## config.mk

```make
export PLATFORM = sky130hd
export DESIGN_NAME = cheshire_eoc_reporter
export DESIGN_NICKNAME = d
export VERILOG_FILES = /design/src/rtl/cheshire_eoc_pkg.sv /design/src/rtl/cheshire_eoc_stall_cnt.sv /design/src/rtl/cheshire_eoc_reporter.sv
export SDC_FILE = /design/constraint.sdc
export NUM_CORES = 1
export LEC_CHECK = 0
export CORE_ASPECT_RATIO = 1.2
export CORE_MARGIN = 2
export CORE_UTILIZATION = 35
export CTS_BUF_LIST = sky130_fd_sc_hd__clkbuf_8
export DETAILED_ROUTE_END_ITERATION = 16
export DONT_BUFFER_PORTS = 1
export PLACE_DENSITY = 0.56
export REMOVE_ABC_BUFFERS = 1
export SLEW_MARGIN = 20
export SYNTH_ARGS = -nofsm -noshare
export SYNTH_HDL_FRONTEND = slang
export SYNTH_SLANG_ARGS = --single-unit
```

## constraint.sdc

```tcl
create_clock -name clk_i -period 11.05 [get_ports clk_i]
set_input_delay 3.315 -clock clk_i [delete_from_list [all_inputs] [get_ports clk_i]]
set_output_delay 3.315 -clock clk_i [all_outputs]
set_load 0.1 [all_outputs]
```

## src/rtl/cheshire_eoc_pkg.sv

```systemverilog
// Shared definitions for the end-of-computation reporter: register map,
// STATUS bit layout, FSM state encoding and the register response bundle.
package cheshire_eoc_pkg;

    localparam int unsigned AddrWidth = 4;
    localparam int unsigned DataWidth = 32;
    localparam int unsigned PcWidth   = 64;

    localparam logic [AddrWidth-1:0] ADDR_EXIT   = 4'h0;
    localparam logic [AddrWidth-1:0] ADDR_STATUS = 4'h4;
    localparam logic [AddrWidth-1:0] ADDR_LIMIT  = 4'h8;

    localparam int unsigned STATUS_RUNNING = 0;
    localparam int unsigned STATUS_DONE    = 1;
    localparam int unsigned STATUS_TIMEOUT = 2;

    typedef enum logic [1:0] {
        EOC_IDLE,
        EOC_RUN,
        EOC_DONE,
        EOC_TIMEOUT
    } eoc_state_e;

    typedef enum logic [1:0] {
        SEL_EXIT,
        SEL_STATUS,
        SEL_LIMIT,
        SEL_NONE
    } reg_sel_e;

    typedef struct packed {
        logic                 valid;
        logic                 error;
        logic [DataWidth-1:0] rdata;
    } rsp_t;

    // Misaligned and out-of-range offsets all fall through to SEL_NONE.
    function automatic reg_sel_e decode_addr(input logic [AddrWidth-1:0] addr);
        reg_sel_e sel;
        case (addr)
            ADDR_EXIT:   sel = SEL_EXIT;
            ADDR_STATUS: sel = SEL_STATUS;
            ADDR_LIMIT:  sel = SEL_LIMIT;
            default:     sel = SEL_NONE;
        endcase
        return sel;
    endfunction

    function automatic logic [DataWidth-1:0] status_word(input eoc_state_e state);
        logic [DataWidth-1:0] word;
        word                 = '0;
        word[STATUS_RUNNING] = (state == EOC_RUN);
        word[STATUS_DONE]    = (state == EOC_DONE);
        word[STATUS_TIMEOUT] = (state == EOC_TIMEOUT);
        return word;
    endfunction

endpackage

```

## src/rtl/cheshire_eoc_stall_cnt.sv

```systemverilog
// Stall timer: counts cycles since the committed PC last changed and flags
// expiry once the count reaches a non-zero limit.
module cheshire_eoc_stall_cnt
    import cheshire_eoc_pkg::*;
(
    input  logic                 clk_i,
    input  logic                 rst_i,
    input  logic                 enable,
    input  logic                 clear,
    input  logic                 commit_valid,
    input  logic [PcWidth-1:0]   pc,
    input  logic [DataWidth-1:0] limit,
    output logic                 expired
);

    logic [PcWidth-1:0]   last_pc_q;
    logic [DataWidth-1:0] count_q;
    logic                 pc_moved;
    logic                 count_zero;
    logic                 count_max;

    assign pc_moved   = commit_valid && (pc != last_pc_q);
    assign count_max  = (count_q == '1);
    // A zero limit disables the timer, so the count is pinned there too.
    assign count_zero = clear || (enable && pc_moved) || (limit == '0);

    always_ff @(posedge clk_i or posedge rst_i) begin
        if (rst_i) begin
            last_pc_q <= '0;
            count_q   <= '0;
        end else begin
            if ((enable || clear) && commit_valid) begin
                last_pc_q <= pc;
            end
            if (count_zero) begin
                count_q <= '0;
            end else if (enable && !count_max) begin
                count_q <= count_q + 32'd1;
            end
        end
    end

    assign expired = enable && (limit != '0) && (count_q >= limit);

endmodule

```

## src/rtl/cheshire_eoc_reporter.sv

```systemverilog
// End-of-computation reporter: watches core commits for PC stalls and exposes
// an EXIT/STATUS/LIMIT register file that latches the final exit code.
//
// state   | meaning
// IDLE    | waiting for the first commit or an early EXIT write
// RUN     | core committing; stall timer armed when LIMIT != 0
// DONE    | software reported an exit code (terminal until reset)
// TIMEOUT | PC stalled for LIMIT cycles, TimeoutCode reported (terminal)
module cheshire_eoc_reporter
    import cheshire_eoc_pkg::*;
#(
    parameter int unsigned TimeoutDefault = 10000,
    parameter logic [30:0] TimeoutCode    = 31'h0DEAD
) (
    input  logic                 clk_i,
    input  logic                 rst_i,
    input  logic                 req_i,
    input  logic                 we_i,
    input  logic [AddrWidth-1:0] addr_i,
    input  logic [DataWidth-1:0] wdata_i,
    output logic                 rvalid_o,
    output logic [DataWidth-1:0] rdata_o,
    output logic                 error_o,
    input  logic                 commit_valid_i,
    input  logic [PcWidth-1:0]   commit_pc_i,
    output logic                 eoc_o,
    output logic [DataWidth-1:0] exit_code_o
);

    eoc_state_e           state_q, state_d;
    logic [DataWidth-1:0] exit_q, exit_d;
    logic [DataWidth-1:0] limit_q, limit_d;
    rsp_t                 rsp_q, rsp_d;
    reg_sel_e             sel;
    logic                 access_err;
    logic                 wr_exit;
    logic                 wr_limit;
    logic                 exit_set;
    logic                 cnt_enable;
    logic                 cnt_clear;
    logic                 cnt_expired;

    assign sel        = decode_addr(addr_i);
    assign access_err = req_i && ((sel == SEL_NONE) || (we_i && (sel == SEL_STATUS)));
    assign wr_exit    = req_i && we_i && (sel == SEL_EXIT);
    assign wr_limit   = req_i && we_i && (sel == SEL_LIMIT);
    assign exit_set   = wr_exit && wdata_i[0];

    assign limit_d = wr_limit ? wdata_i : limit_q;

    // Software exit takes priority over a timeout expiring in the same cycle.
    always_comb begin
        state_d = state_q;
        exit_d  = exit_q;
        case (state_q)
            EOC_IDLE: begin
                if (exit_set) begin
                    state_d = EOC_DONE;
                    exit_d  = wdata_i;
                end else if (commit_valid_i) begin
                    state_d = EOC_RUN;
                end
            end
            EOC_RUN: begin
                if (exit_set) begin
                    state_d = EOC_DONE;
                    exit_d  = wdata_i;
                end else if (cnt_expired) begin
                    state_d = EOC_TIMEOUT;
                    exit_d  = {TimeoutCode, 1'b1};
                end
            end
            EOC_DONE:    state_d = EOC_DONE;
            EOC_TIMEOUT: state_d = EOC_TIMEOUT;
            default:     state_d = EOC_IDLE;
        endcase
    end

    assign cnt_enable = (state_q == EOC_RUN);
    // The first commit seeds last_pc, so it shares the clear path with LIMIT writes.
    assign cnt_clear  = wr_limit || ((state_q == EOC_IDLE) && commit_valid_i);

    cheshire_eoc_stall_cnt u_stall_cnt (
        .clk_i        (clk_i),
        .rst_i        (rst_i),
        .enable       (cnt_enable),
        .clear        (cnt_clear),
        .commit_valid (commit_valid_i),
        .pc           (commit_pc_i),
        .limit        (limit_q),
        .expired      (cnt_expired)
    );

    always_comb begin
        rsp_d       = '0;
        rsp_d.valid = req_i;
        rsp_d.error = access_err;
        if (req_i && !we_i && !access_err) begin
            case (sel)
                SEL_EXIT:   rsp_d.rdata = exit_q;
                SEL_STATUS: rsp_d.rdata = status_word(state_q);
                SEL_LIMIT:  rsp_d.rdata = limit_q;
                default:    rsp_d.rdata = '0;
            endcase
        end
    end

    always_ff @(posedge clk_i or posedge rst_i) begin
        if (rst_i) begin
            state_q <= EOC_IDLE;
            exit_q  <= '0;
            limit_q <= TimeoutDefault;
            rsp_q   <= '0;
        end else begin
            state_q <= state_d;
            exit_q  <= exit_d;
            limit_q <= limit_d;
            rsp_q   <= rsp_d;
        end
    end

    assign rvalid_o    = rsp_q.valid;
    assign error_o     = rsp_q.error;
    assign rdata_o     = rsp_q.rdata;
    assign eoc_o       = (state_q == EOC_DONE) || (state_q == EOC_TIMEOUT);
    assign exit_code_o = eoc_o ? exit_q : '0;

endmodule
```

After elaboration in Yosys (flattened, before gate mapping)
Cells that the tools add are included.
{ "classes": {"addsub": 1, "reduce_logical": 33, "eq_ne": 13, "n_mux": 15, "order_cmp": 1} }
{ "op_table": {"columns": ["operator", "count"], "rows": [
  ["32-bit 2-to-1 mux", 7],
  ["32-bit case mux with 3 select lines", 1],
  ["64-bit inequality test", 1],
  ["32-bit case mux with 2 select lines", 1],
  ["32-bit by 1-bit adder with 32-bit output (second input constant)", 1],
  ["32-bit equality test (second input constant)", 1],
  ["32-bit >= comparator", 1],
  ["32-bit zero test", 1],
  ["32-bit nonzero test", 1],
  ["1-bit logical AND", 15],
  ["2-bit equality test (second input constant)", 4],
  ["2-bit 2-to-1 mux", 4],
  ["2-bit case mux with 4 select lines", 1],
  ["1-bit logical OR", 6],
  ["3-bit inequality test (second input constant)", 2],
  ["2-bit case mux with 3 select lines", 1],
  ["2-bit by 1-bit equality test with 1-bit output (second input constant)", 2],
  ["4-bit by 3-bit equality test with 1-bit output (second input constant)", 1],
  ["4-bit equality test (second input constant)", 1],
  ["2-bit zero test", 2],
  ["4-bit zero test", 1],
  ["2-bit nonzero test", 2],
  ["1-bit zero test", 3],
  ["3-bit AND reduction", 1],
  ["other kinds (2)", 2]
]} }
{ "totals": {"regBits": 196, "word_cells": 71, "inputBits": 105} }

Logic depth before layout (Yosys ltp)
Gate-level depths: netlist of run 1.
{ "logic_depth": {"word_depth": 9, "mapped_depth": 9} }

Modules after synthesis
Synthesis of run 1 repeated with hierarchy kept, for this count alone.
{ "unflattened": {"cells_unflattened": 887, "hier_area_um2": 9920.8} }
{ "modules_own_cells": {"columns": ["module", "area_each_um2", "cells_per_inst", "instances", "seq_area_each_um2"], "rows": [
  ["cheshire_eoc_stall_cnt", 5636.7, 526, 1, 2402.3],
  ["cheshire_eoc_reporter", 4284.1, 361, 1, 2508.7]
]} }

Worst setup path before layout of run 1
No wires, ideal clock.
{ "synth_timing": {"kind": "reg2out", "from": "reg state_q[1]", "to": "out exit_code_o[10]", "stages_incl_launch_ff": 6, "required_time_ps": 7735, "n_path_buf": 3, "path_slack_ps": 5288, "arrival_time_ps": 2447, "path_cell_list": "dfrtp_1 clkbuf_1 clkbuf_1 inv_1 buf_1 nor2_1"} }
{ "synth_between": {"elab_chain_len": 3, "elab_cells_between_ends": 4} }
{ "synth_lines": {"columns": ["item", "line", "rtl"], "rows": [
  ["start: declaration", "cheshire_eoc_reporter.sv:30", "eoc_state_e state_q, state_d;"],
  ["start signal: assignment", "cheshire_eoc_reporter.sv:115", "state_q <= state_d;"],
  ["2-bit equality test", "cheshire_eoc_reporter.sv:125", "assign eoc_o = (state_q == EOC_DONE) || (state_q == EOC_TIMEOUT);"],
  ["1-bit logical OR (*)", "cheshire_eoc_reporter.sv:125", null],
  ["32-bit 2-to-1 mux (*)", "cheshire_eoc_reporter.sv:126", "assign exit_code_o = eoc_o ? exit_q : '0;"],
  ["end: declaration", "cheshire_eoc_reporter.sv:27", "output logic [DataWidth-1:0] exit_code_o"]
]} }
Mark *: on every way between the ends. The rest lies on a longest branch, timed or not.

Worst setup path after layout of run 1
{ "layout_timing": {"from": "reg state_q[1]", "to": "out exit_code_o[17]"} }
{ "layout_between": {"elab_chain_len": 3, "elab_cells_between_ends": 4} }
{ "layout_lines": {"columns": ["item", "line", "rtl"], "rows": [
  ["2-bit equality test", "cheshire_eoc_reporter.sv:125", null],
  ["1-bit logical OR (*)", "cheshire_eoc_reporter.sv:125", null],
  ["named net eoc_o", "cheshire_eoc_reporter.sv:26", "output logic eoc_o,"],
  ["32-bit 2-to-1 mux (*)", "cheshire_eoc_reporter.sv:126", null]
]} }
Mark *: on every way through the listed nets, which the timed path passes. The rest lies on a longest branch.

==> results of run 1 <==
[power by group]
group	switching (uW)	internal, uW	total, uW
logic	93.4	83.8	177
clock network	282	199	481
registers	58.0	788	846
total	434	1070	1500
[cell usage in the layout (no fill, tap or decap), types with 6 or more instances in the layout]
cell / instances
dfrtp_1: 190
mux2_2: 61
nor2_2: 16
nand4_1: 29
a21oi_1: 11
xnor2_1: 19
nand2_1: 67
a31oi_1: 15
and3_1: 8
nor2_1: 75
clkbuf_8: 19
inv_1: 51
a221o_1: 20
o21ai_0: 47
a21o_1: 7
a31o_2: 18
buf_4: 10
ha_1: 33
xor2_1: 69
a22oi_1: 31
and2_1: 21
nor3_1: 6
nor4_1: 23
o221ai_1: 10
nand3_1: 19
[stage by stage]
step	worst slack [ns]	cells	area, um^2	hold slack, ns	util (%)
2_1_floorplan	2.32	897	9740	0.493	-
3_3_place_gp	5.35	1286	10400	0.508	37.2
3_5_place_dp	5.35	1286	10400	0.516	37.2
4_1_cts	5.27	1318	10800	0.541	38.6
5_1_grt	5.21	1318	10800	0.551	38.6
6_report	5.30	1318	10800	0.534	38.6
[registers in the layout, indices dropped and copies added, names as in the netlist, named ones only]
signal	count
rdata_o	32
state_q	1
rvalid_o	1
u_stall_cnt.count_q	32
limit_q	32
u_stall_cnt.last_pc_q	64
exit_q	32
error_o	1
[worst reg2reg max path: cells and delay by family (launching register included)]
| family | cells | cell delay [ns] |
|---|---|---|
| and+or+nand+nor | 1 | 0.14 |
| AOI/OAI and AO/OA | 5 | 1.60 |
| adders and majority gates | 1 | 0.31 |
| DFF | 1 | 0.47 |
| buffers and inverters | 1 | 0.40 |
[layout make-up]
cell class | count | area [um^2] | area share, %
Clock buffer | 19 | 262 | 2.43
Clock inverter | 13 | 139 | 1.29
Inverter | 52 | 203 | 1.88
Multi-Input combinational cell | 649 | 4720 | 43.7
Sequential cell | 196 | 4910 | 45.6
Tap cell | 379 | 474 | 4.40
Timing Repair Buffer | 10 | 75.1 | 0.696
[routing by layer]
layer | GRT usage [%] | part of all wire, % | vias up
li1 | - | - | 3321
met3 | 5.34 | 7.4 | 38
met2 | 30.1 | 50 | 189
met5 | 0 | 0.038 | -
met4 | 6.92 | 2.7 | 2
met1 | 21.2 | 40 | 3490
[cells by family (layout without fill, tap and decap cells)]
kind of cell / Yosys count / in the layout / share of synthesized area, %
AOI/OAI and AO/OA: 175 / 175 / 12.5
buffers and inverters: 97 / 94 / 3.93
adders and majority gates: 33 / 33 / 4.16
and+or+nand+nor: 289 / 289 / 15.0
DFF: 196 / 196 / 49.4
xor gates and xnor gates: 88 / 88 / 7.76
muxes: 64 / 64 / 7.22
[how the worst min path moves through the flow]
stage | depth (start not counted) | startpoint | end | slack [ns]
2_1_floorplan | 2 | limit_q[0] | limit_q[0] | 0.49
6_report | 1 | u_stall_cnt.last_pc_q[46] | u_stall_cnt.last_pc_q[46] | 0.53
3_5_place_dp | 1 | u_stall_cnt.last_pc_q[40] | u_stall_cnt.last_pc_q[40] | 0.52
3_3_place_gp | 1 | u_stall_cnt.last_pc_q[48] | u_stall_cnt.last_pc_q[48] | 0.51
4_1_cts | 1 | u_stall_cnt.last_pc_q[56] | u_stall_cnt.last_pc_q[56] | 0.54
5_1_grt | 1 | u_stall_cnt.last_pc_q[2] | u_stall_cnt.last_pc_q[2] | 0.55
==> flow_metrics.tcl, run 1 <==
set metrics [dict create \
    routed_wl_mm 26.3 \
    rsz0062_at_grt "no" \
    path_buf_inv 1 \
    timing.rr.end "state_q[1]" \
    syn_to_final_growth_pct 8.50 \
    clkTransAtPathRegs_ns 0.10 \
    post-cts-setup-buffer-count 0 \
    drive_above_1_share_pct 17.0 \
    async_flop_share_pct 100 \
    grt_usage_pct 17.8 \
    yosys.area.top_type "dfrtp_1" \
    relSlewSlack_pct 24.4 \
    slowest_delay_ns 0.96 \
    crit_required_ns 7.74 \
    cp-start-kind "register" \
    nNetsFinal 1064 \
    hold_viol_final 0 \
    wl_per_cell_um 20.0 \
    io_buffers 0 \
    status "finished clean" \
    fmax_mhz 174 \
    ff2ff_path_depth 8 \
    die_h_um 189 \
    drv_cap 0 \
    avgSynthCellArea_um2 10.5 \
    grt_pass1_vias 7242 \
    startpoint "state_q[1]" \
    gp_congestion 0.812 \
    hold_buffers 0 \
    yosysWarningCount 0 \
    worstSkewPairLatency_ns 0.49 \
    synth.top_cell.area_share_pct 48.1 \
    netlist_instances 942 \
    cpMaxStageDelayCell "and2_1" \
    ys_types 55 \
    post-route-min-period_ns 5.75 \
    routed-via-count 7040 \
    ios 172 \
    skew_ns 0.0186 \
    die_w_um 158 \
    dpl.hpwl_mm 18.4 \
    setup_viol 0 \
    ys_ff_latch 196 \
    synth_common_cells "dfrtp_1, nor2_1, xor2_1" \
    synth_area_mm2 0.00994 \
    cts_sinks 196 \
    synth-main-ff-cell "dfrtp_1" \
    path_class "reg2out" \
    rows 67 \
    start_util_pct 35.6 \
    worst-path-stages 2 \
    vdd_drop_max_mv 0.0575 \
    path_max_fanout 39 \
    cp.arrival_ns 2.43 \
    power_uw 1500 \
    die-area_mm2 0.0298 \
    fin_crit_sh_pct 52.0 \
    grt_max_degree 129 \
    fp.coreArea_mm2 0.0279 \
    cpLargestDelayFamily "simple AND/OR/NAND/NOR gates" \
    yosys.cell_count.top_type "dfrtp_1" \
    tightestPinTransition_ns 1.13 \
    num_antenna_cells 0 \
    cts.repair.resized 0 \
    ant_nets 0 \
    cts_buffer_depth 2 \
    tritoncts "done" \
    dr.pass1.iters 4 \
    drt_iter0_drc 395 \
    tns_ns 0 \
    vias_per_cell 5.34 \
    antenna_found_initial 1 \
    htree_levels 4 \
    power_density_mw_per_mm2 139 \
    critical_path.endpoint "exit_code_o[17]" \
    drc 0 \
    slew_violations 0 \
    cts_inserted_buffers 17 \
    ys_top_cells_by_area "dfrtp_1, mux2_2, xor2_1" \
    grt_pass1_wl_mm 40.5 \
    synth_edf_count 0 \
    cts_root_buf "clkbuf_8" \
    n_fill_cell 2773 \
    hold_path_class "reg2reg" \
    crit_chain "buf_4, and2_1" \
    overflow 0 \
    ys_seq_area_share_pct 49.4 \
    crit_path_end_kind "output pin" \
    r2r-start "limit_q[0]" \
    p_leak_uw 0.00460 \
    r2r_slack_ns 7.97 \
]
Note: power is estimated with default switching activity, not from simulation.
==> run 2: changes to the inputs <==
- clock period: 11.05 -> 5.7 ns (I/O delays scaled with it)
==> run 2 against run 1 <==
  * Sequential power grew 94%
  * Worst setup slack got worse by 4.2 ns
  * Global-route usage hardly changed
  * Non-clock buffer count is 2 higher
  * Critical endpoint is now exit_code_o[16]
  * Register-to-register slack worse by 5.6 ns
  * Core utilization increased by 0.094 points
  * Count of clock-buffer cells in the layout is 2 lower
  * Critical path type unchanged
  * Power grew 95%
  * Design area increased by 0.24%
  * Cell count grew 0.15%
  * Largest cell class unchanged
  * Clock skew about the same
  * Clock power rose by 98%
==> flow_metrics.tcl, run 2 (same netlist as run 1, synthesis figures left out) <==
set metrics [dict create \
    vias_per_cell 5.33 \
    antenna_found_initial 0 \
    num_antenna_cells 0 \
    fmax_mhz 216 \
    hp-start "u_stall_cnt.last_pc_q[56]" \
    largest_reg_flops 64 \
    rows 67 \
    cts.repair.resized 0 \
    skew_ns 0.0190 \
    grt_max_degree 136 \
    path_buf_inv 1 \
    cpLargestDelayFamily "simple AND/OR/NAND/NOR gates" \
    power_density_mw_per_mm2 272 \
    path_max_fanout 35 \
    cts_inserted_buffers 17 \
    routed-via-count 7034 \
    drv_cap 0 \
    routed_wl_mm 26.2 \
    cts_sinks 196 \
    htree_levels 4 \
    drt_iter0_drc 414 \
    hold_path_class "reg2reg" \
    gp_congestion 0.822 \
    drive_above_1_share_pct 17.0 \
    hold_path_depth 1 \
    ant_nets 0 \
    relSlewSlack_pct 25.7 \
    path_class "reg2out" \
    top_register "u_stall_cnt.last_pc_q" \
    timing.rr.end "state_q[1]" \
    dr.pass1.iters 5 \
    setup_viol 0 \
    ff2ff_path_depth 8 \
    whs_endpoint "u_stall_cnt.last_pc_q[56]" \
    drc 0 \
    fp.coreArea_mm2 0.0279 \
    fin_crit_sh_pct 81.2 \
    nNetsFinal 1066 \
    tritoncts "done" \
    dpl.hpwl_mm 18.8 \
    grt_pass1_vias 6976 \
    io_buffers 0 \
    wl_per_cell_um 19.8 \
    crit_path_end_kind "output pin" \
    die-area_mm2 0.0298 \
    final_core_util_pct 38.7 \
    cp-start-kind "register" \
    slew_violations 0 \
    die_h_um 189 \
    hold_viol_final 0 \
    tightestPinTransition_ns 1.11 \
    power_uw 2940 \
    start_util_pct 35.6 \
    p_leak_uw 0.00461 \
    cts_root_buf "clkbuf_8" \
    post-route-min-period_ns 4.63 \
    n_fill_cell 2763 \
    status "finished clean" \
    rsz0062_at_grt "no" \
    worstSkewPairLatency_ns 0.48 \
    r2r-start "limit_q[0]" \
    cts_buffer_depth 2 \
    cp.arrival_ns 2.92 \
    slowest_delay_ns 0.99 \
    mostFrequentLayoutCells "dfrtp_1, nor2_1, xor2_1" \
    die_w_um 158 \
    overflow 0 \
    post-cts-setup-buffer-count 0 \
    syn_to_final_growth_pct 8.76 \
    vdd_drop_max_mv 0.109 \
    hold_buffers 0 \
    clkTransAtPathRegs_ns 0.11 \
    crit_chain "inv_1, nor2_2" \
    cpMaxStageDelayCell "nor2_2" \
    grt_pass1_wl_mm 40.3 \
    ios 172 \
    grt_usage_pct 17.8 \
    crit_required_ns 3.99 \
    r2r_slack_ns 2.42 \
    layout_commonest_cell "dfrtp_1" \
]
run 2: worst max path at each step:
stage,depth (start not counted),slack [ns],endpoint,start
after global placement,5,1.50,exit_q[23],addr_i[1]
after detailed placement,5,1.43,exit_q[26],addr_i[1]
after CTS,2,1.02,exit_code_o[16],state_q[1]
final,2,1.07,exit_code_o[16],state_q[1]
after global routing,2,0.90,exit_code_o[16],state_q[1]
after floorplan,4,-1.42,u_stall_cnt.last_pc_q[0],addr_i[0]
run 2: cell type report:
| type | instances | area, um^2 | share of cell area (%) |
|---|---|---|---|
| well taps | 379 | 474 | 4.39 |
| inverters | 52 | 203 | 1.88 |
| multi-input cells | 649 | 4710 | 43.6 |
| repair buffers | 12 | 103 | 0.949 |
| clock buffers | 17 | 234 | 2.17 |
| flip-flops and latches | 196 | 4910 | 45.5 |
| clock inverters | 15 | 174 | 1.61 |
run 2: worst register-to-register path, stage by stage, from the launching register on:
cell and delay (ns):
dfrtp_1 0.48, ha_1 0.32, nand2b_1 0.14, a211oi_1 0.26
o21bai_1 0.12, a221oi_1 0.41, a2bb2oi_2 0.86, buf_4 0.42
a31oi_1 0.13
run 2: metal layers:
metal,GRT usage [%],part of all wire (%),vias to the layer above
li1,-,-,3324
met1,22.2,41,3475
met2,29.2,49,195
met3,4.94,7.2,40
met4,6.61,2.7,0
met5,0,0,-
run 2: power breakdown:
group / total [uW] / internal, uW / switching, uW
Combinational: 342 / 163 / 180
Sequential: 1640 / 1530 / 114
Clock: 952 / 404 / 548
run 2: stage by stage:
| stage | cells | worst slack, ns | TNS, ns | hold WS [ns] | instance area [um^2] |
|---|---|---|---|---|---|
| after CTS | 1320 | 1.02 | 0 | 0.540 | 10800 |
| after global placement | 1288 | 1.50 | 0 | 0.509 | 10400 |
| final | 1320 | 1.07 | 0 | 0.535 | 10800 |
| after floorplan | 897 | -1.42 | -346.91 | 0.493 | 9740 |
| after global routing | 1320 | 0.896 | 0 | 0.551 | 10800 |
| after detailed placement | 1288 | 1.43 | 0 | 0.516 | 10400 |
==> run 3: changes to the inputs <==
- clock period: 5.7 -> 4.3 ns (I/O delays scaled with it)
==> run 3 against run 2 <==
  * Worst hold slack gained 0.0011 ns
  * Critical path type unchanged
  * Largest cell class unchanged
  * Critical endpoint unchanged
  * Flip-flop and latch count stayed put
  * Routed wire length rose by 0.98%
==> flow_metrics.tcl, run 3 (same netlist as run 1, synthesis figures left out) <==
set metrics [dict create \
    timing.rr.end "exit_q[27]" \
    vias_per_cell 5.33 \
    dpl.hpwl_mm 18.7 \
    path_class "reg2out" \
    dr.pass1.iters 4 \
    clkTransAtPathRegs_ns 0.11 \
    die_w_um 158 \
    status "finished clean" \
    n_fill_cell 2763 \
    power_density_mw_per_mm2 355 \
    cp.arrival_ns 2.43 \
    r2r_slack_ns 1.29 \
    grt_max_degree 83 \
    slowest_delay_ns 0.80 \
    fin_crit_sh_pct 86.6 \
    whs_endpoint "u_stall_cnt.last_pc_q[26]" \
    htree_levels 4 \
    cp-start-kind "register" \
    hold_path_depth 1 \
    cts_inserted_buffers 17 \
    p_leak_uw 0.00471 \
    start_util_pct 35.6 \
    tightestPinTransition_ns 1.11 \
    fp.coreArea_mm2 0.0279 \
    grt_pass1_vias 7380 \
    hold_viol_final 0 \
    drc 0 \
    rsz0062_at_grt "no" \
    path_max_fanout 31 \
    gp_congestion 0.808 \
    relSlewSlack_pct 26.3 \
    cts_sinks 196 \
    nNetsFinal 1085 \
    hold_path_class "reg2reg" \
    hp-start "u_stall_cnt.last_pc_q[26]" \
    skew_ns 0.0203 \
    drive_above_1_share_pct 18.8 \
    cpMaxStageDelayCell "dfrtp_2" \
    vdd_drop_max_mv 0.149 \
    cts_root_buf "clkbuf_8" \
    mostFrequentLayoutCells "dfrtp_1, nor2_1, xor2_1" \
    setup_viol 0 \
    largest_reg_flops 64 \
    die_h_um 189 \
    ios 172 \
    drv_cap 0 \
    routed-via-count 7131 \
    overflow 0 \
    whs_ns 0.536 \
    cts.repair.resized 0 \
    ff2ff_path_depth 6 \
    syn_to_final_growth_pct 10.4 \
    power_uw 3890 \
    die-area_mm2 0.0298 \
    wl_per_cell_um 19.7 \
    post-route-min-period_ns 3.72 \
    design_area_mm2 0.0110 \
    antenna_found_initial 1 \
    r2r-start "limit_q[21]" \
    hold_buffers 0 \
    drt_iter0_drc 454 \
    routed_wl_mm 26.4 \
    io_buffers 0 \
    crit_required_ns 3.01 \
    tritoncts "done" \
    crit_chain "inv_1, nor2_2, buf_4" \
    crit_path_end_kind "output pin" \
    top_register "u_stall_cnt.last_pc_q" \
    slew_violations 0 \
    worstSkewPairLatency_ns 0.49 \
    grt_pass1_wl_mm 41.1 \
    post-cts-setup-buffer-count 0 \
    startpoint "state_q[1]" \
    layout_commonest_cell "dfrtp_1" \
    grt_usage_pct 17.9 \
    ant_nets 0 \
    fmax_mhz 269 \
    place_area_mm2 0.0106 \
    cts_buffer_depth 2 \
    num_antenna_cells 0 \
    rows 67 \
]
==> run 3: layout make-up <==
class,instances,area (um^2),share of cell area [%]
flip-flops and latches,196,4910,44.8
repair buffers,31,270,2.46
multi-input cells,649,4710,42.9
inverters,52,203,1.85
well taps,379,474,4.32
clock buffers,17,234,2.13
clock inverters,15,173,1.57
==> run 3: worst max-delay path by stage <==
| stage | end | slack [ns] | depth (start not counted) |
|---|---|---|---|
| after floorplan | u_stall_cnt.last_pc_q[0] | -2.40 | 4 |
| after global placement | u_stall_cnt.count_q[21] | 0.92 | 8 |
| after detailed placement | u_stall_cnt.count_q[3] | 0.93 | 8 |
| after CTS | exit_code_o[16] | 0.54 | 3 |
| after global routing | exit_code_o[16] | 0.46 | 3 |
| final | exit_code_o[16] | 0.58 | 3 |
==> run 3: power breakdown <==
part | switching [uW] | leakage, uW | internal (uW)
logic | 239 | 0.00208 | 218
clock network | 726 | 0.000195 | 535
registers | 151 | 0.00244 | 2020
total | 1120 | 0.00471 | 2780
==> run 3: worst max-delay path, delay by kind of cell, from the launching register on <==
kind,cells,cell delay (ns)
buffers and inverters,2,0.89
DFF,1,0.80
and+or+nand+nor,1,0.26
==> run 3: through the flow <==
step | worst slack [ns] | utilization (%) | setup TNS [ns] | std cells
6_report | 0.578 | 39.3 | 0 | 1339
5_1_grt | 0.464 | 39.3 | 0 | 1339
2_1_floorplan | -2.40 | - | -618.30 | 897
3_5_place_dp | 0.930 | 37.9 | 0 | 1307
3_3_place_gp | 0.922 | 37.9 | 0 | 1307
4_1_cts | 0.543 | 39.3 | 0 | 1339
==> run 3: metal layers <==
| metal | global-route usage, % | share of wire, % |
|---|---|---|
| met3 | 5.47 | 7.1 |
| met4 | 5.38 | 1.7 |
| met5 | 0 | 0.038 |
| met2 | 30.8 | 50 |
| met1 | 21.5 | 41 |
